==> src/rtl/piso_shift_register_pkg.sv <==
// Shared types and constants for the PISO shifter.
// State and direction encodings.
package piso_shift_register_pkg;

  typedef enum logic {
    ST_IDLE  = 1'b0,
    ST_SHIFT = 1'b1
  } state_e;

  localparam logic DIR_LSB_FIRST = 1'b0;
  localparam logic DIR_MSB_FIRST = 1'b1;

endpackage

==> src/rtl/piso_shift_register_if.sv <==
// Load handshake and serial output bundle.
// master drives load side; slave is the shifter.
interface piso_shift_register_if #(
  parameter int N = 8
);
  logic         enable;
  logic         direction;
  logic         load_valid;
  logic [N-1:0] load_data;
  logic         load_ready;
  logic         O;
  logic         O_valid;
  logic         last;
  logic         busy;

  modport master (
    output enable, direction, load_valid, load_data,
    input  load_ready, O, O_valid, last, busy
  );

  modport slave (
    input  enable, direction, load_valid, load_data,
    output load_ready, O, O_valid, last, busy
  );
endinterface

==> src/rtl/piso_shift_register_bit_counter.sv <==
// Bit counter: clr/inc, terminal flag at N-1.
// Ports: clk, rst_n, clr, inc -> term.
module piso_bit_counter #(
  parameter int N  = 8,
  parameter int CW = $clog2(N)
) (
  input  logic clk,
  input  logic rst_n,
  input  logic clr,
  input  logic inc,
  output logic term
);

  logic [CW-1:0] count_q;
  logic [CW-1:0] count_d;

  always_comb begin
    count_d = count_q;
    if (clr)
      count_d = '0;
    else if (inc)
      count_d = count_q + 1'b1;
  end

  always_ff @(posedge clk or negedge rst_n) begin
    if (!rst_n)
      count_q <= '0;
    else
      count_q <= count_d;
  end

  assign term = (count_q == CW'(N - 1));

endmodule

==> src/rtl/piso_shift_register.sv <==
// Parallel-in serial-out shifter, LSB/MSB first.
// Ports: clk, reset (async low), bus (slave).
module piso_shift_register
  import piso_shift_register_pkg::*;
#(
  parameter int N = 8
) (
  input logic                 clk,
  input logic                 reset,
  piso_shift_register_if.slave bus
);

  state_e       state_q, state_d;
  logic [N-1:0] sreg_q, sreg_d;
  logic         dir_q, dir_d;

  logic fire;
  logic term;
  logic fin;
  logic accept;
  logic clr;
  logic inc;
  logic shifting;

  assign shifting = (state_q == ST_SHIFT);
  assign fire     = shifting && bus.enable;
  assign fin      = fire && term;

  // Final transfer frees the register in the
  // same cycle so a new word can follow gaplessly.
  assign bus.load_ready = !shifting || fin;
  assign accept = bus.load_valid && bus.load_ready;

  always_comb begin
    state_d = state_q;
    sreg_d  = sreg_q;
    dir_d   = dir_q;
    clr     = 1'b0;
    inc     = 1'b0;
    if (accept) begin
      state_d = ST_SHIFT;
      sreg_d  = bus.load_data;
      dir_d   = bus.direction;
      clr     = 1'b1;
    end else if (fire) begin
      if (dir_q == DIR_MSB_FIRST)
        sreg_d = {sreg_q[N-2:0], 1'b0};
      else
        sreg_d = {1'b0, sreg_q[N-1:1]};
      if (fin) begin
        state_d = ST_IDLE;
        clr     = 1'b1;
      end else begin
        inc = 1'b1;
      end
    end
  end

  always_ff @(posedge clk or negedge reset) begin
    if (!reset) begin
      state_q <= ST_IDLE;
      sreg_q  <= '0;
      dir_q   <= DIR_LSB_FIRST;
    end else begin
      state_q <= state_d;
      sreg_q  <= sreg_d;
      dir_q   <= dir_d;
    end
  end

  piso_bit_counter #(
    .N (N)
  ) u_cnt (
    .clk   (clk),
    .rst_n (reset),
    .clr   (clr),
    .inc   (inc),
    .term  (term)
  );

  assign bus.O = shifting &&
    ((dir_q == DIR_MSB_FIRST) ? sreg_q[N-1]
                              : sreg_q[0]);
  assign bus.O_valid = shifting;
  assign bus.busy    = shifting;
  assign bus.last    = shifting && term;

endmodule

==> src/flat_wrapper.sv <==
// flat-port wrapper written by rule: the top's interface ports become plain ports
module piso_shift_register_flat import piso_shift_register_pkg::*;
#(
  parameter int N = 8
)
  (clk, reset, bus_enable, bus_direction, bus_load_valid, bus_load_data, bus_load_ready, bus_O, bus_O_valid, bus_last, bus_busy);
  piso_shift_register_if #(.N(N)) bus_i ();
  input logic clk;
  input logic reset;
  input wire logic [$bits(bus_i.enable)-1:0] bus_enable;
  input wire logic [$bits(bus_i.direction)-1:0] bus_direction;
  input wire logic [$bits(bus_i.load_valid)-1:0] bus_load_valid;
  input wire logic [$bits(bus_i.load_data)-1:0] bus_load_data;
  output wire logic [$bits(bus_i.load_ready)-1:0] bus_load_ready;
  output wire logic [$bits(bus_i.O)-1:0] bus_O;
  output wire logic [$bits(bus_i.O_valid)-1:0] bus_O_valid;
  output wire logic [$bits(bus_i.last)-1:0] bus_last;
  output wire logic [$bits(bus_i.busy)-1:0] bus_busy;
  assign bus_i.enable = bus_enable;
  assign bus_i.direction = bus_direction;
  assign bus_i.load_valid = bus_load_valid;
  assign bus_i.load_data = bus_load_data;
  assign bus_load_ready = bus_i.load_ready;
  assign bus_O = bus_i.O;
  assign bus_O_valid = bus_i.O_valid;
  assign bus_last = bus_i.last;
  assign bus_busy = bus_i.busy;
  piso_shift_register #(.N(N)) u_core (.clk(clk), .reset(reset), .bus(bus_i));
endmodule
==> config.mk <==
export PLATFORM = sky130hd
export DESIGN_NAME = piso_shift_register_flat
export DESIGN_NICKNAME = d
export VERILOG_FILES = /design/src/rtl/piso_shift_register_pkg.sv /design/src/rtl/piso_shift_register_if.sv /design/src/rtl/piso_shift_register_bit_counter.sv /design/src/rtl/piso_shift_register.sv /design/src/flat_wrapper.sv
export SDC_FILE = /design/constraint.sdc
export NUM_CORES = 1
export LEC_CHECK = 0
export ABC_CLOCK_PERIOD_IN_PS = 2400
export CAP_MARGIN = 40
export CORE_ASPECT_RATIO = 1.25
export CORE_UTILIZATION = 35
export DETAILED_ROUTE_END_ITERATION = 8
export HOLD_SLACK_MARGIN = 0.02
export SYNTH_ARGS = -nofsm -noshare
export SYNTH_HDL_FRONTEND = slang
export SYNTH_SLANG_ARGS = --single-unit
==> constraint.sdc <==
create_clock -name clk -period 2.4 [get_ports clk]
set_clock_uncertainty 0.05 [all_clocks]
set_input_delay 0.36 -clock clk [delete_from_list [all_inputs] [get_ports clk]]
set_output_delay 0.36 -clock clk [all_outputs]
set_load 0.05 [all_outputs]
Word level (Yosys, flattened, before mapping)

Index checks and enable logic that the tools add are counted.

Register bits: 13
Latch bits: 0
Memory bits (writable): 0
Bits in read-only memories: 0
Input bits: 13
Word-level logic and storage cells: 32
Memories: 0

Add/sub/neg operators: 1
$mul: 0
Divide/modulo/power cells: 0
$lt $le $gt $ge: 0
Equal/unequal tests: 1
Shifts and indexed selects: 0
Muxes and demuxes: 15
Bitwise operators: 0
Reductions and logical operators: 11

Operators with widths:

| cell                | count |
|---|---|
| $mux 8              | 3 |
| $mux 1              | 10 |
| $mux 3              | 2 |
| $reduce_bool 2->1   | 3 |
| $logic_and 1x1->1   | 5 |
| $add 3x1->3 const B | 1 |
| $eq 3x3->1 const B  | 1 |
| $reduce_and 2->1    | 1 |
| $logic_not 1->1     | 1 |
| $logic_or 1x1->1    | 1 |

Logic depth before layout (Yosys ltp)

Word-level depth: 7
Depth in mapped cells: 7

Modules after synthesis

A second synthesis with hierarchy kept.

Cell total of the unflattened synthesis: 77
Area, all modules: 775.7 um^2

Modules (own cells, without submodules):

| module              | instances | cells an instance | area each (um^2) | seq. area each (um^2) |
|---|---|---|---|---|
| piso_shift_register | 1         | 66                | 635.6            | 250.2 |
| piso_bit_counter    | 1         | 11                | 140.1            | 75.1 |

Worst setup path after synthesis

Ideal clock, no wire load.

Kind: flip-flop to output port
From: register u_core.state_q, in the netlist u_core.bus.O_valid
To: output bus_O
Arrival time: 1.549 ns
Data required time: 1.990 ns
Path slack: 0.441 ns
Stages on the path, launching flop included: 3
Path buffers: 1
Cell sequence: dfrtp_1 > buf_6 > nor2b_1

Word-level cells in the longest chain between the ends: 1

RTL lines:

| what                   | line                      | RTL |
|---|---|---|
| from (decl)            | piso_shift_register.sv:13 | `state_e state_q, state_d;` |
| from (signal assigned) | piso_shift_register.sv:65 | `state_q <= state_d;` |
| $logic_and 1x1->1      | piso_shift_register.sv:81 | `assign bus.O = shifting &&` |
| to (decl)              | flat_wrapper.sv:15        | `output wire logic [$bits(bus_i.O)-1:0] bus_O;` |

Every way passes these cells.

Final worst setup path

From: register u_core.u_cnt.count_q[0]
To: output bus_load_ready

Word-level cells in the longest chain between the ends: 3

RTL lines:

| what                   | line                                  | RTL |
|---|---|---|
| from (decl)            | piso_shift_register_bit_counter.sv:14 | `logic [CW-1:0] count_q;` |
| from (signal assigned) | piso_shift_register_bit_counter.sv:29 | `count_q <= count_d;` |
| $eq 3x3->1             | piso_shift_register_bit_counter.sv:32 | `assign term = (count_q == CW'(N - 1));` |
| $logic_and 1x1->1      | piso_shift_register.sv:27             | `assign fin = fire && term;` |
| $logic_or 1x1->1       | piso_shift_register.sv:31             | `assign bus.load_ready = !shifting \|\| fin;` |
| to (decl)              | flat_wrapper.sv:14                    | `output wire logic [$bits(bus_i.load_ready)-1:0] bus_load_ready;` |

Every way passes these cells.

==> qor.csv <==
metric,value,unit
Post-Syn Instances,80,
TritonCTS clock tree,done,
min cycle time layout,2160,ps
FILL cells,227,
Detailed Routing Iterations Pass 1,4,
FP Rows,19,
initial core utilization,36.8,%
Remaining DRCs,0,
status,"complete, no violations",
IO buf count,17,
Hold Slack,412,ps
Mapped Area,805,um2
sw frac,38.2,%
Worst R2R End,u_core.dir_q$_DFFE_PN0P_,
Comb pwr share,40.8,%
DRT Wirelength,1.60,mm
Rel. slew slack,60.4,%
Internal,540,uW
post-synthesis sequential area ratio,40.4,%
Max Buffers Root-to-Sink,2,
worst setup path category,reg2out,
area taken by flip-flops and latches,325,um2
Die Span Y,55.6,um
Post-CTS Setup Inserts,0,
setup_tns,0,ps
Clock Power Share,14.9,%
Final HPWL DP,1.20,mm
Synth Area per Inst,10.1,um2
worst reg-to-reg path cell count,6,
Final period util,89.9,%
Final GP Congestion,0.755,
Worst Hold Class,in2async,
CP arrival,1750,ps
number of CTS-inserted buffers,3,
Power Total,874,uW
max cap viols,0,
clk sinks,13,
FF-to-FF setup slack,470,ps
worst setup path startpoint,u_core.u_cnt.count_q[0]$_DFFE_PN0P_,
endpoints failing hold,0,
fmax,464,MHz
Skew-Pair Late Insertion Delay,270,ps
NetSw,334,uW
vias per inst,5.14,
first-pass GRT wire length,2.78,mm
ys flop type,dfrtp_1,
Crit. End Element,output port,
ANT nets after route,0,
final setup fails,0,
post-synth top area share,40.4,%
Slew @ Worst Pin,592,ps
H-tree depth,1,
Multi-input gate area,417,um2
RR Startpoint,u_core.u_cnt.count_q[0]$_DFFE_PN0P_,
Lkg Pwr,0.000435,uW
net count after synthesis,95,
"most common cell after layout, fill and taps aside",clkdlybuf4s50_1,
crit path to,bus_load_ready,
synth warn,0,
max-slew violations,0,
Finished Core Util,46.3,%
Worst Setup Start Kind,flip-flop,
area grow syn2layout,25.8,%
Initial DRC Count,11,
GRT Residual Overflow,0,
Total GRT Usage,14.7,%
DR vias,653,
WP data required,1990,ps
number of diodes,0,
power share of the sequential group,44.3,%
Pwr per Cell Area,863,nW/um2
Clock Root Buffer,clkbuf_4,
CP Max Fanout,11,
Clock transition at path regs,80,ps
number of enable flip-flop cells after synthesis,0,
post-CTS resize count,0,
initial antenna violation count,0,
asr flop ratio synth,100,%
drt wl/cell,12.6,um
Ports,18,
Final nets,112,
Core ar.,2190,um2
"commonest cells after routing, fill and taps aside","14 x clkdlybuf4s50_1, 13 x dfrtp_1, 9 x nand2_1",
RSZ-0062 raised after global routing,false,
die area,2500,um2
Yosys reg bits,13,
worst-case vdd ir drop,0.000510,V
cts hold-fix bufs,0,
largest net degree at the start of global routing,18,
layout cell share with drive strength beyond 1,12.5,%
leading area contributor after synthesis,dfrtp_1,
Unique masters post-synth,25,
synth top area cells,"dfrtp_1 40%, nor3b_1 6.5%, a221oi_1 6.5%, o31ai_1 5.6%, nor2b_1 5.4%",
vias in the first global route,659,
Chip Width,44.9,um
==> per-layer routing <==
| metal | track usage, % | share of wire (%) |
|---|---|---|
| met5 | 0 | 0 |
| met2 | 23.3 | 47 |
| met3 | 1.95 | 4.8 |
| met4 | 5.19 | 0.31 |
| met1 | 20.2 | 47 |
==> synthesized netlist by cell type, types with 3 or more instances <==
cell type,number
nor2b_1,7
o31ai_1,6
mux2i_1,3
a221oi_1,6
inv_1,3
dfrtp_1,13
nor3b_1,7
nand2_1,9
a22o_1,3
==> power by group through the flow <==
stage               combinational (uW)  sequential, uW  clock, uW
finish                             356             387        130
global route                       396             404        149
CTS                                362             387        136
detailed placement                 361             391          0
global placement                   354             388          0
floorplan                          297             350          0
==> area by class of cell <==
type,instances,area share [%]
multi-input cells,56,41.2
inverters,4,1.48
well taps,31,3.83
repair buffers,19,18.8
clock buffers,4,2.60
flip-flops and latches,13,32.1
==> per-stage QoR <==
stage / area (um2) / cells / setup WS, ps
finish: 1010 / 127 / 243
global route: 1010 / 127 / 136
CTS: 1010 / 127 / 217
detailed placement: 986 / 123 / 385
global placement: 986 / 123 / 416
floorplan: 805 / 80 / 441
==> logic make-up (layout without fill, tap and decap cells) <==
group | after synthesis | after routing | synth area share (%)
and+or+nand+nor | 30 | 30 | 21.8
adders and majority gates | 2 | 2 | 3.11
muxes | 4 | 4 | 5.13
AOI/OAI and AO/OA | 20 | 20 | 21.8
DFF | 13 | 13 | 40.4
buffers and inverters | 11 | 27 | 7.78
==> registers in the layout (all words and copies together), names as in the netlist <==
name	flops
u_core.u_cnt.count_q	3
u_core.sreg_q	8
u_core.dir_q	1
u_core.bus.O_valid	1
==> worst min-delay path by stage <==
stage / start / to / slack, ps / cells past startpoint
detailed placement: u_core.sreg_q[4]$_DFFE_PN0P_ / u_core.sreg_q[4]$_DFFE_PN0P_ / 450 / 2
floorplan: reset / u_core.bus.O_valid$_DFFE_PN0P_ / 10 / 0
global placement: u_core.sreg_q[6]$_DFFE_PN0P_ / u_core.sreg_q[6]$_DFFE_PN0P_ / 440 / 2
CTS: reset / u_core.u_cnt.count_q[2]$_DFFE_PN0P_ / 430 / 1
finish: reset / u_core.u_cnt.count_q[2]$_DFFE_PN0P_ / 410 / 1
global route: reset / u_core.u_cnt.count_q[2]$_DFFE_PN0P_ / 460 / 1
==> worst max-delay path, stage by stage, from the launching register on <==
cell      delay [ps]
dfrtp_1          410
ha_1             210
ha_1             240
a21boi_4         280
inv_2            160
buf_12           180
Note: power is estimated with default switching activity, not from simulation.
